--- src/rtl/control_cmd_router.sv ---
// Opcode-decoding byte router: rx byte -> handler strobe in 2 cycles; rx_ready drops while the hold byte waits.
// Define CMD_ROUTER_TIMEOUT_EN to abort a handler that stalls for TIMEOUT_CYCLES.
module control_cmd_router #(
  parameter int                    NUM_CMDS       = 4,
  parameter logic [NUM_CMDS*8-1:0] OPCODES        = {8'h50, 8'h4C, 8'h42, 8'h46},
  parameter int                    TIMEOUT_CYCLES = 1000000,
  localparam int                   AW             = (NUM_CMDS > 1) ? $clog2(NUM_CMDS) : 1
) (
  input  logic                clk,
  input  logic                reset,
  input  logic [7:0]          rx_data,
  input  logic                rx_valid,
  output logic                rx_ready,
  input  logic [NUM_CMDS-1:0] cmd_ready_for_data,
  input  logic [NUM_CMDS-1:0] cmd_done,
  output logic [NUM_CMDS-1:0] cmd_enable,
  output logic [7:0]          cmd_data,
  output logic [NUM_CMDS-1:0] cmd_abort,
  output logic                busy,
  output logic [AW-1:0]       active_cmd,
  output logic                err_unknown,
  output logic                err_timeout
);

  typedef enum logic {IDLE, FORWARD} state_t;

  state_t              state, state_nxt;
  logic                hold_valid;
  logic [7:0]          hold_data;
  logic                match_found;
  logic [AW-1:0]       match_idx;
  logic                sel_ready, sel_done, fwd_ok;
  logic [NUM_CMDS-1:0] sel_onehot;
  logic                hold_pop, hold_clr, fwd_go, unk_go, take_cmd;
  logic                timeout_hit;

  assign sel_ready  = cmd_ready_for_data[active_cmd];
  assign sel_done   = cmd_done[active_cmd];
  assign fwd_ok     = hold_valid && sel_ready;
  assign sel_onehot = NUM_CMDS'(1) << active_cmd;
  assign busy       = (state == FORWARD);
  assign rx_ready   = !hold_valid;

  // Descending scan so the lowest matching handler index is the one left standing.
  always_comb begin
    match_found = 1'b0;
    match_idx   = '0;
    for (int i = NUM_CMDS - 1; i >= 0; i--) begin
      if (hold_data == OPCODES[8*i +: 8]) begin
        match_found = 1'b1;
        match_idx   = AW'(i);
      end
    end
  end

  always_ff @(posedge clk) begin
    if (reset) state <= IDLE;
    else       state <= state_nxt;
  end

  always_comb begin
    state_nxt = state;
    case (state)
      IDLE:    if (hold_valid && match_found) state_nxt = FORWARD;
      FORWARD: if (sel_done || timeout_hit)   state_nxt = IDLE;
      default: state_nxt = IDLE;
    endcase
  end

  // cmd_done wins over forwarding: the held byte stays put and is decoded as the next opcode.
  always_comb begin
    hold_pop = 1'b0;
    hold_clr = 1'b0;
    fwd_go   = 1'b0;
    unk_go   = 1'b0;
    take_cmd = 1'b0;
    case (state)
      IDLE: begin
        if (hold_valid) begin
          hold_pop = 1'b1;
          if (match_found) take_cmd = 1'b1;
          else             unk_go   = 1'b1;
        end
      end
      FORWARD: begin
        if (!sel_done) begin
          if (fwd_ok) begin
            fwd_go   = 1'b1;
            hold_pop = 1'b1;
          end else if (timeout_hit) begin
            hold_clr = 1'b1;
          end
        end
      end
      default: ;
    endcase
  end

  // A byte arriving in the cycle the old one leaves is captured, so hold_valid stays high.
  always_ff @(posedge clk) begin
    if (reset) begin
      hold_valid <= 1'b0;
      hold_data  <= 8'h00;
    end else if (hold_clr) begin
      hold_valid <= 1'b0;
    end else if (rx_valid && (!hold_valid || hold_pop)) begin
      hold_valid <= 1'b1;
      hold_data  <= rx_data;
    end else if (hold_pop) begin
      hold_valid <= 1'b0;
    end
  end

  always_ff @(posedge clk) begin
    if (reset) begin
      active_cmd  <= '0;
      cmd_enable  <= '0;
      cmd_data    <= 8'h00;
      err_unknown <= 1'b0;
    end else begin
      if (take_cmd) active_cmd <= match_idx;
      cmd_enable  <= fwd_go ? sel_onehot : '0;
      if (fwd_go) cmd_data <= hold_data;
      err_unknown <= unk_go;
    end
  end

`ifdef CMD_ROUTER_TIMEOUT_EN
  localparam int CW = (TIMEOUT_CYCLES > 1) ? $clog2(TIMEOUT_CYCLES) : 1;

  logic [CW-1:0] idle_cnt;

  assign timeout_hit = (state == FORWARD) && !sel_done && !fwd_ok &&
                       (idle_cnt == CW'(TIMEOUT_CYCLES - 1));

  // Counts FORWARD cycles since entry or the last strobe; IDLE holds it at zero for the next entry.
  always_ff @(posedge clk) begin
    if (reset || state == IDLE || fwd_go || sel_done || timeout_hit) idle_cnt <= '0;
    else                                                            idle_cnt <= idle_cnt + CW'(1);
  end

  always_ff @(posedge clk) begin
    if (reset) begin
      cmd_abort   <= '0;
      err_timeout <= 1'b0;
    end else begin
      cmd_abort   <= timeout_hit ? sel_onehot : '0;
      err_timeout <= timeout_hit;
    end
  end
`else
  assign timeout_hit = 1'b0;
  assign cmd_abort   = '0;
  assign err_timeout = 1'b0;
`endif

endmodule

--- config.mk ---
export PLATFORM = sky130hd
export DESIGN_NAME = control_cmd_router
export DESIGN_NICKNAME = d
export VERILOG_FILES = /design/src/rtl/control_cmd_router.sv
export SDC_FILE = /design/constraint.sdc
export NUM_CORES = 1
export LEC_CHECK = 0
export ABC_AREA = 1
export BUFFER_PORTS_ARGS = -buffer_cell sky130_fd_sc_hd__buf_2
export CORE_MARGIN = 3
export CORE_UTILIZATION = 35
export DETAILED_ROUTE_END_ITERATION = 8
export GPL_TIMING_DRIVEN = 0
export PLACE_DENSITY = 0.57
export SYNTH_ARGS = -nofsm -noshare
export SYNTH_HDL_FRONTEND = slang
export SYNTH_SLANG_ARGS = --single-unit
--- constraint.sdc ---
create_clock -name clk -period 1.82 [get_ports clk]
set_input_delay 0.364 -clock clk [delete_from_list [all_inputs] [get_ports clk]]
set_output_delay 0.364 -clock clk [all_outputs]
set_load 0.05 [all_outputs]
# After elaboration in Yosys (flattened, before gate mapping)
# Cells that the tools add are included.
# Widths: inputs -> output; s select.
dict set report totals {
  register_bits 25
  input_bits 19
  out_inout_bits 22
  elab_cells 50
}
dict set report op_classes {
  magnitude_cmp 1
  eq_ne 4
  shift 1
  mux 26
  bitwise 3
  reduce_logical 8
}
# operator n
set ops {}
lappend ops {{$eq 8x7->1 const B} 4}
lappend ops {{$mux 1} 18}
lappend ops {{$mux 2} 4}
lappend ops {{$bmux 1 s2} 2}
lappend ops {{$pmux 1 s2} 2}
lappend ops {{$shl 1x2->4 const A} 1}
lappend ops {{$logic_and 1x1->1} 3}
lappend ops {{$lt 2x3->1 const B} 1}
lappend ops {{$not 1->1} 3}
lappend ops {{$reduce_or 3->1} 1}
lappend ops {{$reduce_bool 2->1} 1}
lappend ops {{$reduce_or 2->1} 1}
lappend ops {{$logic_not 1->1} 1}
lappend ops {{$logic_or 1x1->1} 1}

# Longest topological paths before layout
dict set report depth {
  depth_word 9
  ltp_mapped 10
  depth_no_buf 9
}

# Worst setup path before layout
# OpenSTA, ideal clock, no wires.
dict set report synth_path {
  kind {reg2reg}
  startpoint {register active_cmd[0]}
  endpoint {register hold_data[6]}
  setup_ps 115
  arrival_ps 1570
  required_time_ps 1705
  setup_slack_ps 135
  path_stages_with_launch 11
  path_buffers 1
  period_less_slack_ps 1685
  cell_sequence {dfxtp_1 -> inv_2 -> nand2_1 -> nand3_1 -> nand2_2 -> nand2_2 -> nand2_4 -> buf_6 -> nand3_1 -> nand2_1 -> nor2_1}
}
dict set report synth_between {
  elab_chain_cells 8
  elab_cells_between_ends 10
  classes_between {mux: 7; reduce/logical: 3}
}
# element line
set synth_rtl {}
lappend synth_rtl {{from (decl)} 20} ;# output logic [AW-1:0] active_cmd,
lappend synth_rtl {{from (signal assigned)} 121} ;# if (take_cmd) active_cmd <= match_idx;
lappend synth_rtl {{$bmux 1 s2} 37} ;# assign sel_ready = cmd_ready_for_data[active_cmd];
lappend synth_rtl {{$mux 1 (implied by the code)} 37}
lappend synth_rtl {{$logic_and 1x1->1} 39} ;# assign fwd_ok = hold_valid && sel_ready;
lappend synth_rtl {{$mux 1} 87} ;# if (fwd_ok) begin
lappend synth_rtl {{$mux 1 (*)} 86} ;# if (!sel_done) begin
lappend synth_rtl {{$pmux 1 s2 (*)} 77} ;# case (state)
lappend synth_rtl {{$logic_or 1x1->1 (*)} 106} ;# end else if (rx_valid && (!hold_valid || hold_pop)) begin
lappend synth_rtl {{$logic_and 1x1->1 (*)} 106}
lappend synth_rtl {{to (signal assigned)} 108} ;# hold_data <= rx_data;
lappend synth_rtl {{to (decl)} 29} ;# logic [7:0] hold_data;
# Mark *: on every way between the ends. The rest lies on a longest branch, timed or not. The select of a mux whose other input is x is not followed.
# A chain may end at the register's enable or synchronous reset.

# Final worst setup path
dict set report layout_path {
  startpoint {register active_cmd[0]}
  endpoint {output active_cmd[0]}
}
# No word-level cell between the ends.

==> impl.org <==
** Outcome
- The flow ran to the end, and the final reports show no timing, DRC or antenna violations.

** Clocking
- Clock buffers created by TritonCTS :: 3
- TritonCTS built the clock tree.
- Hold_buf cts :: 0
- Root Buffer :: clkbuf_4
- Gates resized during post-CTS repair numbered 0.
- Latest clock arrival within the worst-skew pair :: ~320 ps
- Once the clock tree was built, the setup fixing pass inserted 0 buffers.
- Clock-pin slew of the registers on the worst-case setup and hold paths :: approximately 130 ps
- H-tree level count :: 1
- Clk sink count :: 25
- The clock passes through at most 2 buffers.

** Power and ir drop
- Power spread over the standard cell area amounts to approximately 670 mW/mm^2.
- In this run the static leakage power is 0.000762 uW.
- Worst vdd ir :: 0.226 mV

** Floorplan
- In this run the core area contains 20 standard-cell rows.
- The floorplan step defined a die boundary enclosing 0.00409 sq mm.
- Core area :: 0.00313 sq mm
- 41 I/O pins were placed.
- The die is 64.0 um tall.
- Measured along the x axis, the die boundary spans 64.0 um.
- Initial Utilization :: 0.376

** Cells and area
- Final antenna diode count :: 0
- Registers take around 500 sq um.
- From synthesis to final layout, the design area changed by 22.8%.
- Number of nets in the layout :: 233
- Filler Cell Count :: roughly 350
- Post-route insts no fill :: 257
- Summing all multi-input logic gate instances after layout gives 524 sq um.
- Proportion of layout cells with a drive suffix above 1 :: 0.254

** STA
- Setup violations remaining at the end of the flow were counted as 0.
- Pins Over Slew Limit :: 0
- The final count of hold timing violations is 0.
- Static timing analysis puts the maximum clock frequency at 0.674 GHz.
- Across the routed clock network, the largest skew measured is 5.00 ps.
- Minimum clock period :: about 1500 ps
- Setup repair after global routing left no endpoint under its margin.
- Period utilization :: 0.815
- In the final timing run, aggregate negative setup slack is 0 ps.

** Route
- Remaining DRCs :: 0
- Per-cell routed wire length :: 9.18 um
- After the first detailed-routing iteration, the DRC count stood at 25.
- In the routed layout, each cell is associated on average with a via count of 4.37.
- The first detailed-routing pass ran for 4 iterations.
- Number of nets still failing antenna checks after routing :: 0
- Routed WL :: about 2400 um
- Total number of vias :: approximately 1.1k

** Global routing
- Wire length of the first global-routing pass :: between 3000 and 4000 um
- In the global route stage, overall resource usage came out at 0.119.
- The via count of the first global-routing pass came to approximately 940.
- The initial antenna violation count is 0.
- Total gr overflow :: 0
- Pin count of the biggest net entering global routing :: 15

** Placed design
- At the end of routability-driven placement, the weighted congestion stood at about 0.75.
- After legalization and detailed placement, the total HPWL measured 1940 um.
- Counting tap cells, the placed design contains a total of 253 instances.
- Number of I/O port buffers :: 34

** Critical path
- By startpoint and endpoint, the worst setup path is classified as reg2out.
- At the worst endpoint, the required time is 1460 ps.
- Measured in cells, the most critical reg-to-reg path has a length of 10.
- Terminus of the critical flop-to-flop path :: hold_data[6]$_SDFFE_PP0P_
- The largest individual stage delay along the critical path comes from the cell dfxtp_1.
- Grouping stages by cell kind, the critical path spends the most delay in flip-flops.
- Worst reg2reg path startpoint :: active_cmd[0]$_SDFFE_PP0P_
- The worst setup path is captured at an output pin.
- R2r setup slk :: approximately 370 ps
- Slowest cell delay on critical path :: around 480 ps
- Worst setup SP type :: flip-flop
- In this run the worst path has a maximum fanout of 8.
- Critical path buffers and inverters :: 1
- CP Cell Sequence :: buf_2
- Data arrives at the worst endpoint at 1120 ps.

** Logic synthesis
- Number of synthesized register bits :: 25
- In this run the mean area of a mapped cell was about 6.9 sq um.
- Cell Area, Synth :: approximately 0.0012 sq mm
- For this run, the number of Yosys warnings is 0.
- Share of synthesized area occupied by flip-flops and latches :: 0.426
- Counting distinct cell types in the post-synthesis netlist gives 20.
- Mapped Cells :: approximately 170

** Worst hold path
- Type of the most critical hold path :: in2reg
- The worst hold path terminates at err_unknown$_SDFF_PP0_.
- In this run the most critical hold path is launched from reset.
- Hold path depth :: 2

** Job
- Across the run, the number of max-cap violations was 0.
[registers in the layout (all words and copies together), names as in the netlist]
| name | count |
|---|---|
| err_unknown | 1 |
| hold_data | 8 |
| hold_valid | 1 |
| cmd_enable | 4 |
| active_cmd | 2 |
| cmd_data | 8 |
| busy | 1 |
[metal layers]
layer | wire (um) | track usage | vias to the layer above
li1 | - | - | 606
met1 | 1140 | 0.157 | 488
met2 | 1050 | 0.185 | 28
met3 | 144 | 0.0228 | 2
met4 | 20 | 0.0566 | 0
met5 | 0 | 0 | -
[worst max path at each step]
stage	startpoint	end	slack, ps	cells after the start
3_5_place_dp	active_cmd[0]$_SDFFE_PP0P_	hold_data[6]$_SDFFE_PP0P_	370	10
3_3_place_gp	active_cmd[0]$_SDFFE_PP0P_	hold_data[6]$_SDFFE_PP0P_	390	10
6_report	active_cmd[0]$_SDFFE_PP0P_	active_cmd[0]	340	1
2_1_floorplan	active_cmd[0]$_SDFFE_PP0P_	hold_data[6]$_SDFFE_PP0P_	130	10
4_1_cts	active_cmd[0]$_SDFFE_PP0P_	active_cmd[0]	330	1
5_1_grt	active_cmd[0]$_SDFFE_PP0P_	hold_data[6]$_SDFFE_PP0P_	190	10
[layout by cell type (no fill, tap or decap), types with 2 or more instances in the layout]
master	synthesis	routed
nand2_1	46	46
clkbuf_1	3	3
nand2_2	3	3
dfxtp_1	25	25
nand2_4	2	2
inv_1	23	23
nand3_1	15	15
a21oi_1	19	19
buf_2	0	34
nor2_1	16	16
conb_1	1	5
nor3_1	4	4
clkbuf_4	0	3
buf_4	6	6
[synth_stat cells (all sizes together)]
master	number	area share
clkbuf	3	0.0096
buf	7	0.048
a21oi	19	0.081
conb	1	0.0032
nand4	1	0.0053
dfxtp	25	0.43
nor3	4	0.017
or2	1	0.0053
nor4	1	0.0053
nand3	16	0.079
nand2	51	0.18
o21ai	1	0.0043
nor2	16	0.051
inv	25	0.084
[through the flow]
step / cell area, sq um / power [uW] / util / hold WS, ps / setup slack (ps)
after floorplan: 1190 / 692 / - / 441 / 135
after global placement: 1420 / 726 / 0.453 / 450 / 389
after detailed placement: 1420 / 729 / 0.453 / 454 / 373
after CTS: 1440 / 974 / 0.462 / 216 / 331
after global routing: 1440 / 1020 / 0.462 / 231 / 189
final: 1440 / 967 / 0.462 / 219 / 337
[area by class of cell]
| class | count | area share |
|---|---|---|
| clock inverters | 1 | 0.00347 |
| multi-input cells | 115 | 0.363 |
| plain buffers | 10 | 0.0468 |
| flip-flops and latches | 25 | 0.347 |
| clock buffers | 3 | 0.0156 |
| repair buffers | 34 | 0.118 |
| inverters | 25 | 0.0685 |
| well taps | 44 | 0.0381 |
[cells by family after synthesis]
family	share of synthesized area
other	0.00319
AOI/OAI and AO/OA	0.0851
buffers and inverters	0.141
DFF	0.426
and+or+nand+nor	0.345
[power by group]
group | total [uW] | switching [uW] | leakage (uW) | internal [uW]
clock | 251 | 169 | 0.0000177 | 82.4
combinational | 139 | 87.9 | 0.000540 | 51.1
sequential | 577 | 14.0 | 0.000204 | 563
[worst register-to-register path, delay by kind of cell (launching register included)]
kind                   cells  cell delay, ps
and+or+nand+nor            8             630
DFF                        1             480
buffers and inverters      2             270
Power figures use the tool's default switching activity.
